**src/rtl/fb_write_arbiter_pkg.sv**
```systemverilog
// Shared frame-buffer geometry and arbiter state encodings.
package fb_write_arbiter_pkg;

  localparam int FB_ROW_W  = 5;
  localparam int FB_COL_W  = 6;
  localparam int FB_ADDR_W = FB_ROW_W + FB_COL_W;
  localparam int FB_DATA_W = 24;

  localparam logic [1:0] ARB_IDLE  = 2'b00;
  localparam logic [1:0] ARB_GRANT = 2'b01;
  localparam logic [1:0] ARB_SWAP  = 2'b10;

  function automatic int wrap_inc(input int idx, input int n);
    return (idx + 1) % n;
  endfunction

endpackage

```
**src/rtl/fb_write_arbiter_rr_arbiter.sv**
```systemverilog
// Combinational round-robin pick: first valid requester at or after ptr, wrapping.
module rr_arbiter #(
  parameter int NUM_REQ = 2,
  parameter int IDX_W   = (NUM_REQ > 1) ? $clog2(NUM_REQ) : 1
) (
  input  logic [NUM_REQ-1:0] valid,
  input  logic [IDX_W-1:0]   ptr,
  output logic [IDX_W-1:0]   idx,
  output logic               found
);

  always_comb begin
    idx   = '0;
    found = 1'b0;
    for (int k = 0; k < NUM_REQ; k++) begin
      if (!found && valid[(int'(ptr) + k) % NUM_REQ]) begin
        found = 1'b1;
        idx   = IDX_W'((int'(ptr) + k) % NUM_REQ);
      end
    end
  end

endmodule

```
**src/rtl/fb_write_arbiter.sv**
```systemverilog
// Round-robin owner of the frame-buffer write port; also drives the double-buffer swap.
//   state     | meaning
//   ARB_IDLE  | bubble cycle, pick next owner from rr pointer
//   ARB_GRANT | owner streams beats, one write per accepted beat
//   ARB_SWAP  | frame committed, all writers blocked until scan side follows
module fb_write_arbiter
  import fb_write_arbiter_pkg::*;
#(
  parameter int NUM_REQ   = 2,
  parameter int ADDR_W    = FB_ADDR_W,
  parameter int DATA_W    = FB_DATA_W,
  parameter int BURST_MAX = 64,
  parameter int GID_W     = (NUM_REQ > 1) ? $clog2(NUM_REQ) : 1
) (
  input  logic                      clk,
  input  logic                      rst,
  input  logic [NUM_REQ-1:0]        req_valid,
  input  logic [NUM_REQ*ADDR_W-1:0] req_addr,
  input  logic [NUM_REQ*DATA_W-1:0] req_data,
  input  logic [NUM_REQ-1:0]        req_last,
  output logic [NUM_REQ-1:0]        req_ready,
  output logic [ADDR_W-1:0]         wr_addr,
  output logic [DATA_W-1:0]         wr_data,
  output logic                      wr_ena,
  output logic                      selected_buffer,
  input  logic                      actual_buffer,
  output logic                      swap_busy,
  output logic [GID_W-1:0]          grant_id
);

  localparam int CNT_W = $clog2(BURST_MAX + 1);

  logic [1:0]        state_q, state_d;
  logic [GID_W-1:0]  grant_id_q, grant_id_d;
  logic [GID_W-1:0]  rr_ptr_q, rr_ptr_d;
  logic [CNT_W-1:0]  burst_cnt_q, burst_cnt_d;
  logic [ADDR_W-1:0] wr_addr_q, wr_addr_d;
  logic [DATA_W-1:0] wr_data_q, wr_data_d;
  logic              wr_ena_q, wr_ena_d;
  logic              sel_buf_q, sel_buf_d;

  logic [GID_W-1:0]  pick_idx;
  logic              pick_found;
  logic              own_valid, own_last, accept, burst_done;
  logic [GID_W-1:0]  next_ptr;

  rr_arbiter #(.NUM_REQ(NUM_REQ), .IDX_W(GID_W)) u_rr (
    .valid (req_valid),
    .ptr   (rr_ptr_q),
    .idx   (pick_idx),
    .found (pick_found)
  );

  always_comb begin
    own_valid  = req_valid[grant_id_q];
    own_last   = req_last[grant_id_q];
    accept     = (state_q == ARB_GRANT) && own_valid;
    burst_done = (burst_cnt_q == CNT_W'(BURST_MAX - 1));
    next_ptr   = GID_W'(wrap_inc(int'(grant_id_q), NUM_REQ));
  end

  always_comb begin
    req_ready = '0;
    if (state_q == ARB_GRANT) req_ready[grant_id_q] = own_valid;
  end

  always_comb begin
    state_d     = state_q;
    grant_id_d  = grant_id_q;
    rr_ptr_d    = rr_ptr_q;
    burst_cnt_d = burst_cnt_q;
    wr_addr_d   = wr_addr_q;
    wr_data_d   = wr_data_q;
    wr_ena_d    = 1'b0;
    sel_buf_d   = sel_buf_q;
    case (state_q)
      ARB_IDLE: begin
        if (pick_found) begin
          state_d     = ARB_GRANT;
          grant_id_d  = pick_idx;
          burst_cnt_d = '0;
        end
      end
      ARB_GRANT: begin
        if (accept) begin
          wr_addr_d   = req_addr[int'(grant_id_q)*ADDR_W +: ADDR_W];
          wr_data_d   = req_data[int'(grant_id_q)*DATA_W +: DATA_W];
          wr_ena_d    = 1'b1;
          burst_cnt_d = burst_cnt_q + CNT_W'(1);
        end
        // commit wins over burst rotation, which wins over a dropped valid
        if (accept && own_last) begin
          state_d   = ARB_SWAP;
          sel_buf_d = ~sel_buf_q;
        end else if ((accept && burst_done) || !own_valid) begin
          state_d  = ARB_IDLE;
          rr_ptr_d = next_ptr;
        end
      end
      ARB_SWAP: begin
        if (actual_buffer == sel_buf_q) begin
          state_d  = ARB_IDLE;
          rr_ptr_d = next_ptr;
        end
      end
      default: state_d = ARB_IDLE;
    endcase
  end

  always_ff @(posedge clk) begin
    if (rst) begin
      state_q     <= ARB_IDLE;
      grant_id_q  <= '0;
      rr_ptr_q    <= '0;
      burst_cnt_q <= '0;
      wr_addr_q   <= '0;
      wr_data_q   <= '0;
      wr_ena_q    <= 1'b0;
      sel_buf_q   <= 1'b0;
    end else begin
      state_q     <= state_d;
      grant_id_q  <= grant_id_d;
      rr_ptr_q    <= rr_ptr_d;
      burst_cnt_q <= burst_cnt_d;
      wr_addr_q   <= wr_addr_d;
      wr_data_q   <= wr_data_d;
      wr_ena_q    <= wr_ena_d;
      sel_buf_q   <= sel_buf_d;
    end
  end

  assign wr_addr         = wr_addr_q;
  assign wr_data         = wr_data_q;
  assign wr_ena          = wr_ena_q;
  assign selected_buffer = sel_buf_q;
  assign swap_busy       = (state_q == ARB_SWAP);
  assign grant_id        = grant_id_q;

endmodule
```
**config.mk**
```make
export PLATFORM = sky130hd
export DESIGN_NAME = fb_write_arbiter
export DESIGN_NICKNAME = d
export VERILOG_FILES = /design/src/rtl/fb_write_arbiter_pkg.sv /design/src/rtl/fb_write_arbiter_rr_arbiter.sv /design/src/rtl/fb_write_arbiter.sv
export SDC_FILE = /design/constraint.sdc
export NUM_CORES = 1
export LEC_CHECK = 0
export CAP_MARGIN = 20
export CORE_AREA = 2 2 87 89
export CTS_CLUSTER_SIZE = 25
export DETAILED_ROUTE_END_ITERATION = 8
export DIE_AREA = 0 0 89 91
export PLACE_DENSITY_LB_ADDON = 0.05
export SYNTH_ARGS = -nofsm -noshare
export SYNTH_HDL_FRONTEND = slang
export SYNTH_HIERARCHICAL = 1
export SYNTH_SLANG_ARGS = --single-unit
export TNS_END_PERCENT = 20
```
**constraint.sdc**
```tcl
create_clock -name clk -period 1.6 [get_ports clk]
set_input_delay 0.48 -clock clk [delete_from_list [all_inputs] [get_ports clk]]
set_output_delay 0.48 -clock clk [all_outputs]
set_load 0.02 [all_outputs]
```
; After elaboration in Yosys (flattened, before gate mapping)
; Cells that the tools add are included.
[totals]
in_bits = 77
ram_bits = 0
latchBits = 0
word_cells = 80
memories = 0
rom_bits = 0
regBits = 48
out_inout_bits = 41
[classes]
muxes = 29
multipliers = 2
magnitude_cmp = 4
shifts = 2
bitwise = 4
eq_ne = 10
n_addsub = 3
n_reduce_logical = 18
div_mod_pow = 0
[op_table]
columns = op, count
row1 = $shiftx A48 B7 Y24, 1
row2 = $shiftx A22 B6 Y11, 1
row3 = $mux W1, 18
row4 = $mux W7, 2
row5 = $pmux W7 S2, 1
row6 = $mux W2, 5
row7 = $add A7 B1 Y7 const B, 1
row8 = $eq A7 B6 Y1 const B, 1
row9 = $ne A2 B2 Y1 const B, 3
row10 = $pmux W2 S3, 1
row11 = $reduce_and A2 Y1, 3
row12 = $reduce_and A3 Y1, 2
row13 = $logic_and A1 B1 Y1, 5
row14 = $mul A1 B4 Y5 const B, 1
row15 = $lt A1 B2 Y1 const B, 2
row16 = $ne A2 B1 Y1 const B, 2
row17 = $reduce_and A4 Y1, 1
row18 = $reduce_bool A2 Y1, 2
row19 = $lt A2 B3 Y1 const B, 1
row20 = $mul A1 B2 Y3 const B, 1
row21 = $ne A3 B1 Y1 const B, 1
row22 = $add A1 B1 Y1 const B, 2
row23 = $and A2 B2 Y2, 1
row24 = $eq A2 B1 Y1 const B, 1
row25 = 11 further kinds, 13

; Logic depth before layout (Yosys ltp)
; Gate-level depths: netlist (run 1).
[depth]
depth_word = 9
ltp_mapped = 7

; Hierarchy
; The synthesis (run 1) kept the hierarchy.
[by_module_without_submodules]
columns = module, n_inst, cells_each, area_per_inst_um2
row1 = fb_write_arbiter, 1, 235, 2436.1
row2 = rr_arbiter, 1, 3, 17.5

; Worst setup path before layout (run 1)
; OpenSTA, ideal clock, no wires.
[synth_path]
path_kind = register -> output
start = register grant_id_q, in the netlist grant_id
end = output port req_ready[0]
t_arrival_ns = 1.430
setup_slack_ns = -0.310
required_ns = 1.120
n_path_buf = 3
path_stages_with_launch = 5
cell_sequence = dfxtp_1 -> buf_6 -> buf_4 -> buf_2 -> nor3b_1
[synth_between]
elab_chain_len = 6
elab_cells_between_ends = 9
classes_between = 2 x order compare / 5 x mux / 1 x bitwise / 1 x reduce/logical
[synth_rtl]
columns = item, line
row1 = from (decl), fb_write_arbiter.sv:34  ; logic [GID_W-1:0] grant_id_q, grant_id_d;
row2 = from (signal assigned), fb_write_arbiter.sv:122  ; grant_id_q <= grant_id_d;
row3 = $lt A1 B2 Y1 (implied by the code) / $ge A1 B1 Y1 (equally long branches), fb_write_arbiter.sv:64  ; if (state_q == ARB_GRANT) req_ready[grant_id_q] = own_valid;
row4 = $logic_and A1 B1 Y1 (implied by the code), fb_write_arbiter.sv:64
row5 = $mux W1 (implied by the code), fb_write_arbiter.sv:64
row6 = $demux W1 S1, fb_write_arbiter.sv:64
row7 = $and A2 B2 Y2 (no source line) (*), --
row8 = $mux W2 (*), fb_write_arbiter.sv:64
row9 = to (decl), fb_write_arbiter.sv:21  ; output logic [NUM_REQ-1:0] req_ready,
; Mark *: on every way between the ends. The rest lies on a longest branch, timed or not. The select of a mux whose other input is x is not followed.

; Final worst setup path (run 1)
[layout_path]
start = register state_q[1]
end = output port req_ready[0]
[layout_between]
elab_chain_len = 2
[layout_rtl]
columns = item, line
row1 = from (decl), fb_write_arbiter.sv:33  ; logic [1:0] state_q, state_d;
row2 = from (signal assigned), fb_write_arbiter.sv:121  ; state_q <= state_d;
row3 = $eq A2 B1 Y1, fb_write_arbiter.sv:64
row4 = $mux W2, fb_write_arbiter.sv:64
; No other way between the ends.

==> flow_summary.json, run 1 <==
{
  "status": "finished, violations left",
  "violations": "setup timing",
  "start_util": 0.344,
  "slew_violations": 0,
  "dpl_worst_slack_ps": -645,
  "min_path_type": "flip-flop to flip-flop",
  "finalSetupViolCount": 2,
  "cts_root_buf": "clkbuf_8",
  "ys_ff_latch": 48,
  "post_route_cells_drive_above_1_share": 0.247,
  "grt_overflow": 0,
  "maxSlewHeadroom": 0.655,
  "min_period_ps": 1620,
  "irDropWorstVdd_uv": 378,
  "routedWlPerCell_um": 12.9,
  "grt_pass1_wl_um": 9560,
  "syn_area_per_cell_um2": 10.3,
  "synth_nets": 316,
  "hold_buffers": 0,
  "routed_wl_um": 6100,
  "clk_pin_slew_worst_paths_ps": 90,
  "multiInputGateArea_mm2": 0.00140,
  "cp-end-kind": "primary output",
  "grt_pass1_vias": 2110,
  "vias_per_cell": 4.59,
  "gp_congestion": 0.757,
  "layout_common_cells": "clkdlybuf4s50_1 (73), nor2_1 (46), dfxtp_1 (44)",
  "fin_skew_ps": 5.42,
  "p_leak_nw": 1.54,
  "timing.fmax_ghz": 0.619,
  "worstMarginPinSlew_ps": 517,
  "worstPathRequired_ps": 1120,
  "fin_cells": 472,
  "vias": 2165,
  "finalWorstSetupSlack_ps": -16.3,
  "rows": 31,
  "grt_usage": 0.148,
  "layout.filler_cells": 697,
  "die_w_um": 89,
  "htreeDepth": 2,
  "ys_seq_area_frac": 0.392,
  "final_core_util": 0.561,
  "path_class": "flip-flop to primary output",
  "num_antenna_cells": 0,
  "placeableCoreArea_mm2": 0.00714,
  "cts.sink_count": 48,
  "powerDensity_mw_per_mm2": 801,
  "rsz0062_at_grt": "true",
  "seqCellArea_um2": 973,
  "grt_max_degree": 35,
  "mostFrequentLayoutCell": "clkdlybuf4s50_1",
  "yosys_warnings": 6,
  "io_buffers": 117,
  "timing.final.crit_share": 1.01,
  "placed_cells": 463,
  "drtPass1Iterations": 4,
  "first_iter_violations": 39,
  "cts_buffers": 5,
  "synth.distinct_cells": 36,
  "die_area_mm2": 0.00810,
  "clk-insertion-delay-late_ps": 300,
  "dpl.hpwl_um": 4610,
  "final_nets": 450,
  "final_area_mm2": 0.00400,
  "num_io_pins": 118,
  "die_h_um": 91,
  "tns_ps": -18.7,
  "power_mw": 3.21,
  "grt_antenna_before_repair": 0,
  "dpl-instance-area_mm2": 0.00384,
  "worstPathArrival_ps": 1140,
  "syn_to_final_growth_pct": 63.1,
  "hold_viol_final": 0,
  "hold_ws_ps": 502,
  "crit_fanout": 3,
  "synth_area_mm2": 0.00245,
  "clockBufferDepth": 2,
  "cts_tree": "done",
  "ant_nets": 0,
  "drc": 0,
  "synthCells": 238,
  "critPathLaunchType": "flip-flop",
  "maxCapViolations": 0
}
-- kinds of logic after synthesis --
| logic type | count (synthesis) | synth area share |
|---|---|---|
| xor gates and xnor gates | 7 | 0.0250 |
| DFF | 48 | 0.392 |
| muxes | 39 | 0.165 |
| buffers and inverters | 23 | 0.0637 |
| and+or+nand+nor | 71 | 0.130 |
| AOI/OAI and AO/OA | 49 | 0.220 |
| adders and majority gates | 1 | 0.00510 |
-- critical path, cell delays in order, from the launching register on --
cell and delay, ps:
dfxtp_4 370, nand2b_4 150, nor3b_4 180, buf_6 140
-- synthesized netlist by cell type (all sizes together) --
master | count | area (um2)
a2111oi | 1 | 27.5
nand2 | 5 | 18.8
nand4b | 1 | 8.76
buf | 14 | 123
dfxtp | 48 | 961
and4 | 1 | 8.76
nand3 | 3 | 15.0
o221ai | 1 | 8.76
nand2b | 3 | 18.8
clkbuf | 5 | 18.8
a31o | 1 | 8.76
inv | 4 | 15.0
mux2 | 1 | 11.3
a21boi | 1 | 7.51
or2 | 1 | 6.26
and2 | 1 | 6.26
and3 | 1 | 6.26
nor3 | 3 | 15.0
o21bai | 1 | 7.51
nor2b | 2 | 12.5
ha | 1 | 12.5
nand3b | 1 | 7.51
a21oi | 4 | 20.0
nor2 | 47 | 179
or3b | 1 | 8.76
a31oi | 1 | 6.26
mux2i | 38 | 393
xor2 | 1 | 8.76
nor3b | 1 | 7.51
xnor2 | 6 | 52.6
a211oi | 39 | 453
-- where the power goes --
part / switching [mW] / internal [mW]
Clock: 0.413 / 0.463
Combinational: 0.483 / 0.509
Sequential: 0.0485 / 1.29
-- sequential cells by signal, summed over array words and instances, names as in the netlist --
name	cells
grant_id	1
wr_data	24
rr_ptr_q	1
state_q	2
selected_buffer	1
wr_addr	11
burst_cnt_q	7
wr_ena	1
-- routing by layer --
layer | global-route usage | part of all wire
met3 | 0.0436 | 0.092
met5 | 0 | 0
met2 | 0.248 | 0.46
met1 | 0.180 | 0.43
met4 | 0.0473 | 0.015
-- area by class of cell --
type	count	share of cell area
multi-input combinational	167	0.350
timing repair buffer	146	0.344
sequential	48	0.243
tap	99	0.0310
clock buffer	5	0.0172
clock inverter	3	0.0106
inverter	4	0.00375
-- path summary, 6_finish.rpt --
path | start | endpoint | slack, ps | cells past startpoint
setup reg to reg | grant_id$_SDFFE_PP0P_ | burst_cnt_q[5]$_SDFFE_PP0P_ | 70 | 6
hold reg to reg | wr_addr[0]$_SDFFE_PP0P_ | wr_addr[0]$_SDFFE_PP0P_ | 500 | 2
setup / recovery | state_q[1]$_SDFFE_PP0P_ | req_ready[0] | -20 | 3
hold / removal | wr_addr[0]$_SDFFE_PP0P_ | wr_addr[0]$_SDFFE_PP0P_ | 500 | 2
-- what timing repair did --
| item | 4_1_cts | 5_1_grt |
|---|---|---|
| buffers inserted | 0 | 1 |
| gates cloned | 0 | 0 |
| pin swaps | 1 | 1 |
| resized for setup | 69 | 12 |
| endpoints found under the setup margin | 78 | 25 |
Note: power is estimated with default switching activity, not from simulation.
==> inputs of run 2 (changes only) <==
- CTS_CLUSTER_DIAMETER: unset -> 150
==> results of run 2 <==
Same layout as run 1: the final DEF is identical, and so are final timing and power.
